<file path="src/rtl/axi_stream_pkg.sv">
// Shared types and defaults for the AXI-Stream header arbiter.
// Arbiter state encoding plus default widths.
package axi_stream_pkg;

  localparam int DEF_DATA_WD = 32;
  localparam int DEF_NUM_SRC = 4;

  typedef enum logic {
    IDLE   = 1'b0,
    ACTIVE = 1'b1
  } arb_state_t;

endpackage

</file>
<file path="src/rtl/rr_pick.sv">
// Combinational round-robin picker.
// Returns the first requester at or after rr_ptr, wrapping.
module rr_pick
  import axi_stream_pkg::*;
#(
  parameter int NUM_SRC   = DEF_NUM_SRC,
  parameter int SRC_ID_WD = $clog2(NUM_SRC)
) (
  input  logic [NUM_SRC-1:0]   req,
  input  logic [SRC_ID_WD-1:0] rr_ptr,
  output logic                 gnt_valid,
  output logic [SRC_ID_WD-1:0] gnt_idx
);

  // Scan from farthest to nearest so the nearest requester wins.
  always_comb begin
    int j;
    j         = 0;
    gnt_valid = |req;
    gnt_idx   = '0;
    for (int k = NUM_SRC - 1; k >= 0; k--) begin
      j = int'(rr_ptr) + k;
      if (j >= NUM_SRC) j = j - NUM_SRC;
      if (req[j]) gnt_idx = SRC_ID_WD'(j);
    end
  end

endmodule

</file>
<file path="src/rtl/axi_stream_header_arbiter.sv">
// Packet-level round-robin arbiter in front of one header inserter.
// Grant is held until both the header and the last beat are accepted.
module axi_stream_header_arbiter
  import axi_stream_pkg::*;
#(
  parameter int DATA_WD      = DEF_DATA_WD,
  parameter int DATA_BYTE_WD = DATA_WD / 8,
  parameter int BYTE_CNT_WD  = $clog2(DATA_BYTE_WD),
  parameter int NUM_SRC      = DEF_NUM_SRC,
  parameter int SRC_ID_WD    = $clog2(NUM_SRC)
) (
  input  logic                            clk,
  input  logic                            rst_n,
  input  logic [NUM_SRC-1:0]              s_valid_in,
  input  logic [NUM_SRC*DATA_WD-1:0]      s_data_in,
  input  logic [NUM_SRC*DATA_BYTE_WD-1:0] s_keep_in,
  input  logic [NUM_SRC-1:0]              s_last_in,
  output logic [NUM_SRC-1:0]              s_ready_in,
  input  logic [NUM_SRC-1:0]              s_valid_insert,
  input  logic [NUM_SRC*DATA_WD-1:0]      s_data_insert,
  input  logic [NUM_SRC*DATA_BYTE_WD-1:0] s_keep_insert,
  input  logic [NUM_SRC*BYTE_CNT_WD-1:0]  s_byte_insert_cnt,
  output logic [NUM_SRC-1:0]              s_ready_insert,
  output logic                            valid_in,
  output logic [DATA_WD-1:0]              data_in,
  output logic [DATA_BYTE_WD-1:0]         keep_in,
  output logic                            last_in,
  input  logic                            ready_in,
  output logic                            valid_insert,
  output logic [DATA_WD-1:0]              data_insert,
  output logic [DATA_BYTE_WD-1:0]         keep_insert,
  output logic [BYTE_CNT_WD-1:0]          byte_insert_cnt,
  input  logic                            ready_insert,
  output logic [SRC_ID_WD-1:0]            grant_id,
  output logic                            busy,
  output logic [15:0]                     pkt_cnt
);

  arb_state_t           r_state;
  logic [SRC_ID_WD-1:0] r_grant;
  logic [SRC_ID_WD-1:0] r_rr_ptr;
  logic                 r_hdr_done;
  logic                 r_body_done;
  logic [15:0]          r_pkt_cnt;

  logic                 w_act;
  logic                 w_gnt_valid;
  logic [SRC_ID_WD-1:0] w_gnt_idx;
  logic [SRC_ID_WD-1:0] w_next_ptr;
  logic                 w_sv_ins;
  logic                 w_sv_in;
  logic                 w_hdr_hs;
  logic                 w_body_hs;
  logic                 w_end;

  rr_pick #(
    .NUM_SRC  (NUM_SRC),
    .SRC_ID_WD(SRC_ID_WD)
  ) u_pick (
    .req      (s_valid_insert),
    .rr_ptr   (r_rr_ptr),
    .gnt_valid(w_gnt_valid),
    .gnt_idx  (w_gnt_idx)
  );

  assign w_act = (r_state == ACTIVE);

  assign w_next_ptr = (r_grant == SRC_ID_WD'(NUM_SRC - 1))
                    ? '0 : r_grant + 1'b1;

  // Mux the granted source's header and data channels forward.
  always_comb begin
    w_sv_ins        = 1'b0;
    w_sv_in         = 1'b0;
    data_insert     = '0;
    keep_insert     = '0;
    byte_insert_cnt = '0;
    data_in         = '0;
    keep_in         = '0;
    last_in         = 1'b0;
    for (int i = 0; i < NUM_SRC; i++) begin
      if (r_grant == SRC_ID_WD'(i)) begin
        w_sv_ins        = s_valid_insert[i];
        w_sv_in         = s_valid_in[i];
        data_insert     = s_data_insert[i*DATA_WD +: DATA_WD];
        keep_insert     = s_keep_insert[i*DATA_BYTE_WD +: DATA_BYTE_WD];
        byte_insert_cnt = s_byte_insert_cnt[i*BYTE_CNT_WD +: BYTE_CNT_WD];
        data_in         = s_data_in[i*DATA_WD +: DATA_WD];
        keep_in         = s_keep_in[i*DATA_BYTE_WD +: DATA_BYTE_WD];
        last_in         = s_last_in[i];
      end
    end
  end

  assign valid_insert = w_act & ~r_hdr_done & w_sv_ins;
  assign valid_in     = w_act & ~r_body_done & w_sv_in;

  // Route inserter readies back to the granted source only.
  always_comb begin
    s_ready_insert = '0;
    s_ready_in     = '0;
    for (int i = 0; i < NUM_SRC; i++) begin
      if (w_act && (r_grant == SRC_ID_WD'(i))) begin
        s_ready_insert[i] = ready_insert & ~r_hdr_done;
        s_ready_in[i]     = ready_in & ~r_body_done;
      end
    end
  end

  assign w_hdr_hs  = valid_insert & ready_insert;
  assign w_body_hs = valid_in & ready_in & last_in;
  assign w_end     = w_act
                   & (r_hdr_done | w_hdr_hs)
                   & (r_body_done | w_body_hs);

  // Arbitration FSM: grant in IDLE, hold until header and last are done.
  always_ff @(posedge clk or negedge rst_n) begin
    if (!rst_n) begin
      r_state     <= IDLE;
      r_grant     <= '0;
      r_rr_ptr    <= '0;
      r_hdr_done  <= 1'b0;
      r_body_done <= 1'b0;
      r_pkt_cnt   <= '0;
    end else begin
      unique case (r_state)
        IDLE: begin
          if (w_gnt_valid) begin
            r_grant     <= w_gnt_idx;
            r_hdr_done  <= 1'b0;
            r_body_done <= 1'b0;
            r_state     <= ACTIVE;
          end
        end
        ACTIVE: begin
          if (w_hdr_hs)  r_hdr_done  <= 1'b1;
          if (w_body_hs) r_body_done <= 1'b1;
          if (w_end) begin
            r_state   <= IDLE;
            r_rr_ptr  <= w_next_ptr;
            r_pkt_cnt <= r_pkt_cnt + 16'd1;
          end
        end
      endcase
    end
  end

  assign grant_id = r_grant;
  assign busy     = w_act;
  assign pkt_cnt  = r_pkt_cnt;

endmodule

</file>
<file path="config.mk">
export PLATFORM = sky130hd
export DESIGN_NAME = axi_stream_header_arbiter
export DESIGN_NICKNAME = d
export VERILOG_FILES = /design/src/rtl/axi_stream_pkg.sv /design/src/rtl/rr_pick.sv /design/src/rtl/axi_stream_header_arbiter.sv
export SDC_FILE = /design/constraint.sdc
export NUM_CORES = 1
export LEC_CHECK = 0
export BUFFER_PORTS_ARGS = -buffer_cell sky130_fd_sc_hd__buf_2
export CAP_MARGIN = 25
export CORE_AREA = 2 2 160 162
export DETAILED_ROUTE_END_ITERATION = 12
export DIE_AREA = 0 0 162 164
export GPL_ROUTABILITY_DRIVEN = 1
export PLACE_DENSITY_LB_ADDON = 0.3
export SYNTH_ARGS = -nofsm -noshare
export SYNTH_HDL_FRONTEND = slang
export SYNTH_SLANG_ARGS = --single-unit
</file>
<file path="constraint.sdc">
create_clock -name clk -period 2.5 [get_ports clk]
set_input_delay 0.5 -clock clk [delete_from_list [all_inputs] [get_ports clk]]
set_output_delay 0.5 -clock clk [all_outputs]
set_load 0.01 [all_outputs]
</file>
==> Word level (Yosys, flattened, before mapping) <==
Index checks and enable logic that the tools add are counted.
{ "op_classes": {"n_addsub": 9, "order_cmp": 8, "eq_ne": 6, "muxes": 69, "bitwise_logic": 16, "n_reduce_logical": 10} }
{ "ops": {"columns": ["op", "n"], "rows": [
  ["$mux 32", 12],
  ["$lt 32x4->1 const B", 4],
  ["$ge 32x4->1 const B", 3],
  ["$sub 32x4->32 const B", 3],
  ["$mux 1", 33],
  ["$mux 4", 8],
  ["$mux 2", 9],
  ["$add 16x1->16 const B", 1],
  ["$and 1x1->1", 11],
  ["$bmux 1 s2", 4],
  ["$reduce_and 2->1", 4],
  ["$add 2x2->3 const B", 2],
  ["$ne 2x1->1 const B", 3],
  ["$pmux 1 s2", 3],
  ["$eq 2x2->1 const B", 2],
  ["$logic_and 1x1->1", 4],
  ["$reduce_or 4->1", 1],
  ["$sub 2x3->4 const B", 1],
  ["$add 2x1->3 const B", 1],
  ["$ge 2x3->1 const B", 1],
  ["$not 1->1", 3],
  ["$add 2x1->2 const B", 1],
  ["$eq 2x1->1 const B", 1],
  ["$logic_not 2->1", 1],
  ["$or 1x1->1", 2]
]} }
{ "word_totals": {"reg_bits": 23, "inputBits": 312, "wordCells": 124} }

==> Logic depth before layout (Yosys ltp) <==
{ "depth": {"depth_word": 12, "ltp_mapped": 10} }

==> Hierarchy <==
From an unflattened synthesis, not the netlist that was laid out.
{ "hier_totals": {"cells_unflattened": 568, "hier_area_um2": 3583.4} }
{ "by_module_without_submodules": {"columns": ["mod", "instances", "cells_each", "area_per_inst_um2", "seq_area_each_um2"], "rows": [
  ["axi_stream_header_arbiter", 1, 555, 3505.9, 575.6],
  ["rr_pick", 1, 13, 77.6, 0.0]
]} }

==> Worst setup path after synthesis <==
No wires, ideal clock.
{ "synth_timing": {"path_type": "register to output", "startpoint": "reg r_grant[1] (netlist: grant_id[1])", "endpoint": "out byte_insert_cnt[1]", "t_arrival_ps": 2010, "t_required_ps": 2000, "setup_slack_ps": -10, "path_stages_with_launch": 11, "cell_sequence": "dfrtp_1 -> inv_1 -> ha_1 -> buf_4 -> nor2b_1 -> clkbuf_1 -> clkbuf_1 -> a22oi_1 -> nor2_1 -> a21oi_1 -> o21ai_0"} }
{ "synth_via": {"elab_chain_len": 5, "elab_cells_between_ends": 8, "classes_between": "eq/ne: 3; mux: 4; reduce/logical: 1"} }
{ "synth_lines": {"columns": ["element", "line_no", "source"], "rows": [
  ["start, declared", "axi_stream_header_arbiter.sv:40", "logic [SRC_ID_WD-1:0] r_grant;"],
  ["start signal, assigned", "axi_stream_header_arbiter.sv:129", "r_grant <= w_gnt_idx;"],
  ["$logic_not 2->1", "axi_stream_header_arbiter.sv:82", "if (r_grant == SRC_ID_WD'(i)) begin"],
  ["$mux 2 (3 in a row)", "axi_stream_header_arbiter.sv:82", null],
  ["$mux 2 (*)", "axi_stream_header_arbiter.sv:82", null],
  ["end, declared", "axi_stream_header_arbiter.sv:32", "output logic [BYTE_CNT_WD-1:0] byte_insert_cnt,"]
]} }
Every way passes the cells marked *; elsewhere a longest branch is shown, timed or not.

==> Worst setup path after layout <==
{ "layout_timing": {"startpoint": "reg r_grant[0] (netlist: grant_id[0])", "endpoint": "out data_in[4]"} }
{ "layout_via": {"elab_chain_len": 5, "elab_cells_between_ends": 8, "classes_between": "eq/ne: 3; mux: 4; reduce/logical: 1"} }
{ "layout_lines": {"columns": ["element", "line_no", "source"], "rows": [
  ["$logic_not 2->1", "axi_stream_header_arbiter.sv:82", null],
  ["$mux 32 (3 in a row)", "axi_stream_header_arbiter.sv:82", null],
  ["$mux 32 (*)", "axi_stream_header_arbiter.sv:82", null],
  ["end, declared", "axi_stream_header_arbiter.sv:25", "output logic [DATA_WD-1:0] data_in,"]
]} }
Marked as above.

==> flow_metrics.tcl <==
set metrics [dict create \
    seq_area_frac_synth_pct 16.7 \
    grt_max_degree 93 \
    violations "negative setup slack" \
    dp_hpwl_um 15800 \
    worst_pin_slew_ns 0.534 \
    synth_edf_count 0 \
    track_usage_pct 13.6 \
    ios 416 \
    fin_nets 1290 \
    htree_levels 1 \
    drt-pass1-iter-count 5 \
    root_buffer "clkbuf_16" \
    fp-row-count 58 \
    ant_nets 0 \
    cpPeakStageDelay_ns 0.37 \
    wirelength_um 21300 \
    crit_fanout 5 \
    clockBufferDepth 2 \
    max_slew_margin_pct 64.3 \
    r2r_cells 10 \
    r2r_end "pkt_cnt[15]$_DFFE_PN0P_" \
    dieWidth_um 162 \
    hp-class "in2async" \
    async_reset_ff_share_pct 100 \
    final_area_sq_mm 0.00698 \
    fin_crit_ns 2.52 \
    crit_chain "inv_2 > ha_4 > nor2b_4 > buf_6 > buf_12 > buf_12 > a22oi_1 > nor2_1 > a21oi_1 > o21ai_1 > buf_4 > buf_6" \
    grt_pass1_vias 5229 \
    dr_total_vias 5790 \
    power_density_mw_per_mm2 1160 \
    area_growth_pct 103 \
    startpoint "grant_id[0]$_DFFE_PN0P_" \
    drive_gt1_share_pct 56.6 \
    detailed_place.area_sq_mm 0.00604 \
    ys.warnings.count 0 \
    design.core.area_sq_mm 0.0248 \
    cts_tree "built" \
    rsz0062_at_grt "yes" \
    grt_overflow 0 \
    hold_violations 0 \
    mostFrequentLayoutCells "414 x buf_2, 83 x nand2_1, 76 x nor2_1, 69 x a21oi_1, 63 x o21ai_1" \
    run_status "finished with violations" \
    syn_area_sq_mm 0.00344 \
    worstPathArrival_ns 2.02 \
    critPathKind "reg2out" \
    crit_end "data_in[4]" \
    antenna_found_initial 4 \
    final_common_cell "buf_2" \
    r2r-start "grant_id[0]$_DFFE_PN0P_" \
    fin_skew_ns 0.00771 \
    final_max_slew_viol_count 0 \
    synth_nets 875 \
    cp_data_required_time_ns 2.00 \
    postSynthAreaPerCell_sq_um 6.17 \
    rrSetupSlack_ns 0.07 \
    gp_congestion 0.856 \
    grt_pass1_wl_um 28900 \
    io_buffers 415 \
    cts_made_buffers 3 \
    endpoint_kind "primary output" \
    period_share_pct 101 \
    synth_ff_type "dfrtp_1" \
    max-vdd-ir-drop_v 0.000600 \
    avgViaCountPerCell 4.43 \
    drv_cap 0 \
    critPathLaunchType "register" \
    clock_latency_ns 0.26 \
    synth_seq_cells 23 \
    initial_core_util_pct 13.9 \
    cts.sinks 23 \
    finalSetupViolCount 6 \
    dieArea_sq_mm 0.0266 \
    synthCells 558 \
    initialDrtViolationCount 341 \
    die_h_um 164 \
    cpMaxStageDelayCell "dfrtp_1" \
    avgRoutedWirePerCell_um 16.3 \
    ys_types 39 \
    power.leakage_nw 3.45 \
    path_clk_slew_ns 0.07 \
    dp_slack_ns -0.0216 \
    drc 0 \
    fmax_ghz 0.396 \
    timing.final.ws_setup_ns -0.0241 \
]
## cells by family (layout without fill, tap and decap cells)
logic type               Yosys count  in the layout  synth area share (%)
AO/OA/AOI/OAI                    244            244                  42.7
AND/OR/NAND/NOR                  209            209                  26.7
buffers and inverters             59            473                  7.30
flip-flops                        23             23                  16.7
XOR/XNOR                          15             15                  3.81
adder cells (fa/ha/maj)            5              5                  1.82
multiplexers                       3              3                 0.944
other                              0              5                     0
## state kept, by name, indices dropped and copies added (netlist names)
register / cells
pkt_cnt: 16
busy: 1
r_rr_ptr: 2
r_hdr_done: 1
r_body_done: 1
grant_id: 2
## cells in the mapped netlist, types with 2 or more instances
cell type  instances  share of area, %
buf_6              2              0.65
buf_2              6              0.87
nor3b_1            5               1.1
and2_1             4              0.73
o211ai_1           2              0.44
clkbuf_1          33               3.6
nor2_1            78               8.5
nor4_1             6               1.1
nand4_1            2              0.36
inv_1              6              0.65
a22oi_1           73                16
nor3_1             6              0.87
xor2_1            15               3.8
a211oi_1           2              0.44
o21ai_0           79                11
a21oi_1           78                11
nand2_1           83               9.0
a31oi_1            2              0.36
nand3b_1           4              0.87
dfrtp_1           23                17
nor2b_1            3              0.54
buf_4              2              0.44
ha_1               5               1.8
buf_1             10               1.1
and3_1             7               1.3
nand3_1            6              0.87
mux2_2             2              0.65
a211oi_2           3               1.1
## worst max-delay path: cells and delay by family, from the launching register on
family,cells,cell delay [ns]
and+or+nand+nor,2,0.18
AOI/OAI and AO/OA,3,0.32
DFF,1,0.37
buffers and inverters,6,0.72
adders and majority gates,1,0.16
## where the power goes
part           total (mW)  leakage [nW]  switching, mW  internal (mW)
Sequential          0.558         0.303          0.101          0.457
Combinational        7.16          3.11           3.85           3.31
Clock               0.357        0.0371          0.140          0.217
## worst min path at each step
stage,start,endpoint,slack [ns],cells past startpoint
final,rst_n,pkt_cnt[4]$_DFFE_PN0P_,0.22,1
after global routing,rst_n,pkt_cnt[6]$_DFFE_PN0P_,0.25,1
after CTS,rst_n,pkt_cnt[4]$_DFFE_PN0P_,0.24,1
after detailed placement,pkt_cnt[8]$_DFFE_PN0P_,pkt_cnt[8]$_DFFE_PN0P_,0.47,1
after global placement,pkt_cnt[15]$_DFFE_PN0P_,pkt_cnt[15]$_DFFE_PN0P_,0.46,1
after floorplan,rst_n,busy$_DFF_PN0_,0.20,0
## layout make-up
| class | count | area, sq um |
|---|---|---|
| fillers | 2783 | 17800 |
| multi-input cells | 476 | 3050 |
| repair buffers | 463 | 2820 |
| flip-flops and latches | 23 | 576 |
| well taps | 330 | 413 |
| clock buffers | 3 | 75.1 |
| inverters | 6 | 22.5 |
| diodes | 5 | 12.5 |
| clock inverters | 1 | 7.51 |
## metrics by stage
stage               utilization, %  instances  TNS [ns]  hold WS [ns]  power (mW)
global placement              24.3       1273   -0.0333         0.459        6.05
floorplan                        -        558    -0.714         0.204        3.67
finish                        28.1       1307   -0.0960         0.217        8.08
global route                  28.1       1305     -5.83         0.252        8.72
CTS                           26.3       1295    -0.440         0.239        7.33
detailed placement            24.3       1273   -0.0216         0.474        6.06
## per-layer routing
layer / vias to the layer above / GRT usage, % / part of all wire, % / wire (um)
li1: 2852 / - / - / -
met1: 2642 / 18.3 / 42 / 8980
met2: 273 / 23.1 / 49 / 10400
met3: 23 / 1.84 / 7.6 / 1630
met4: 0 / 3.26 / 1.6 / 342
met5: - / 0 / 0 / 0
## repair_timing
action,4_1_cts,5_1_grt
cloned,4,4
hold buffers,0,0
pin swaps,11,46
gates resized for setup,43,120
endpoints found under the setup margin,58,83
buffers inserted,14,5
Power figures use the tool's default switching activity.
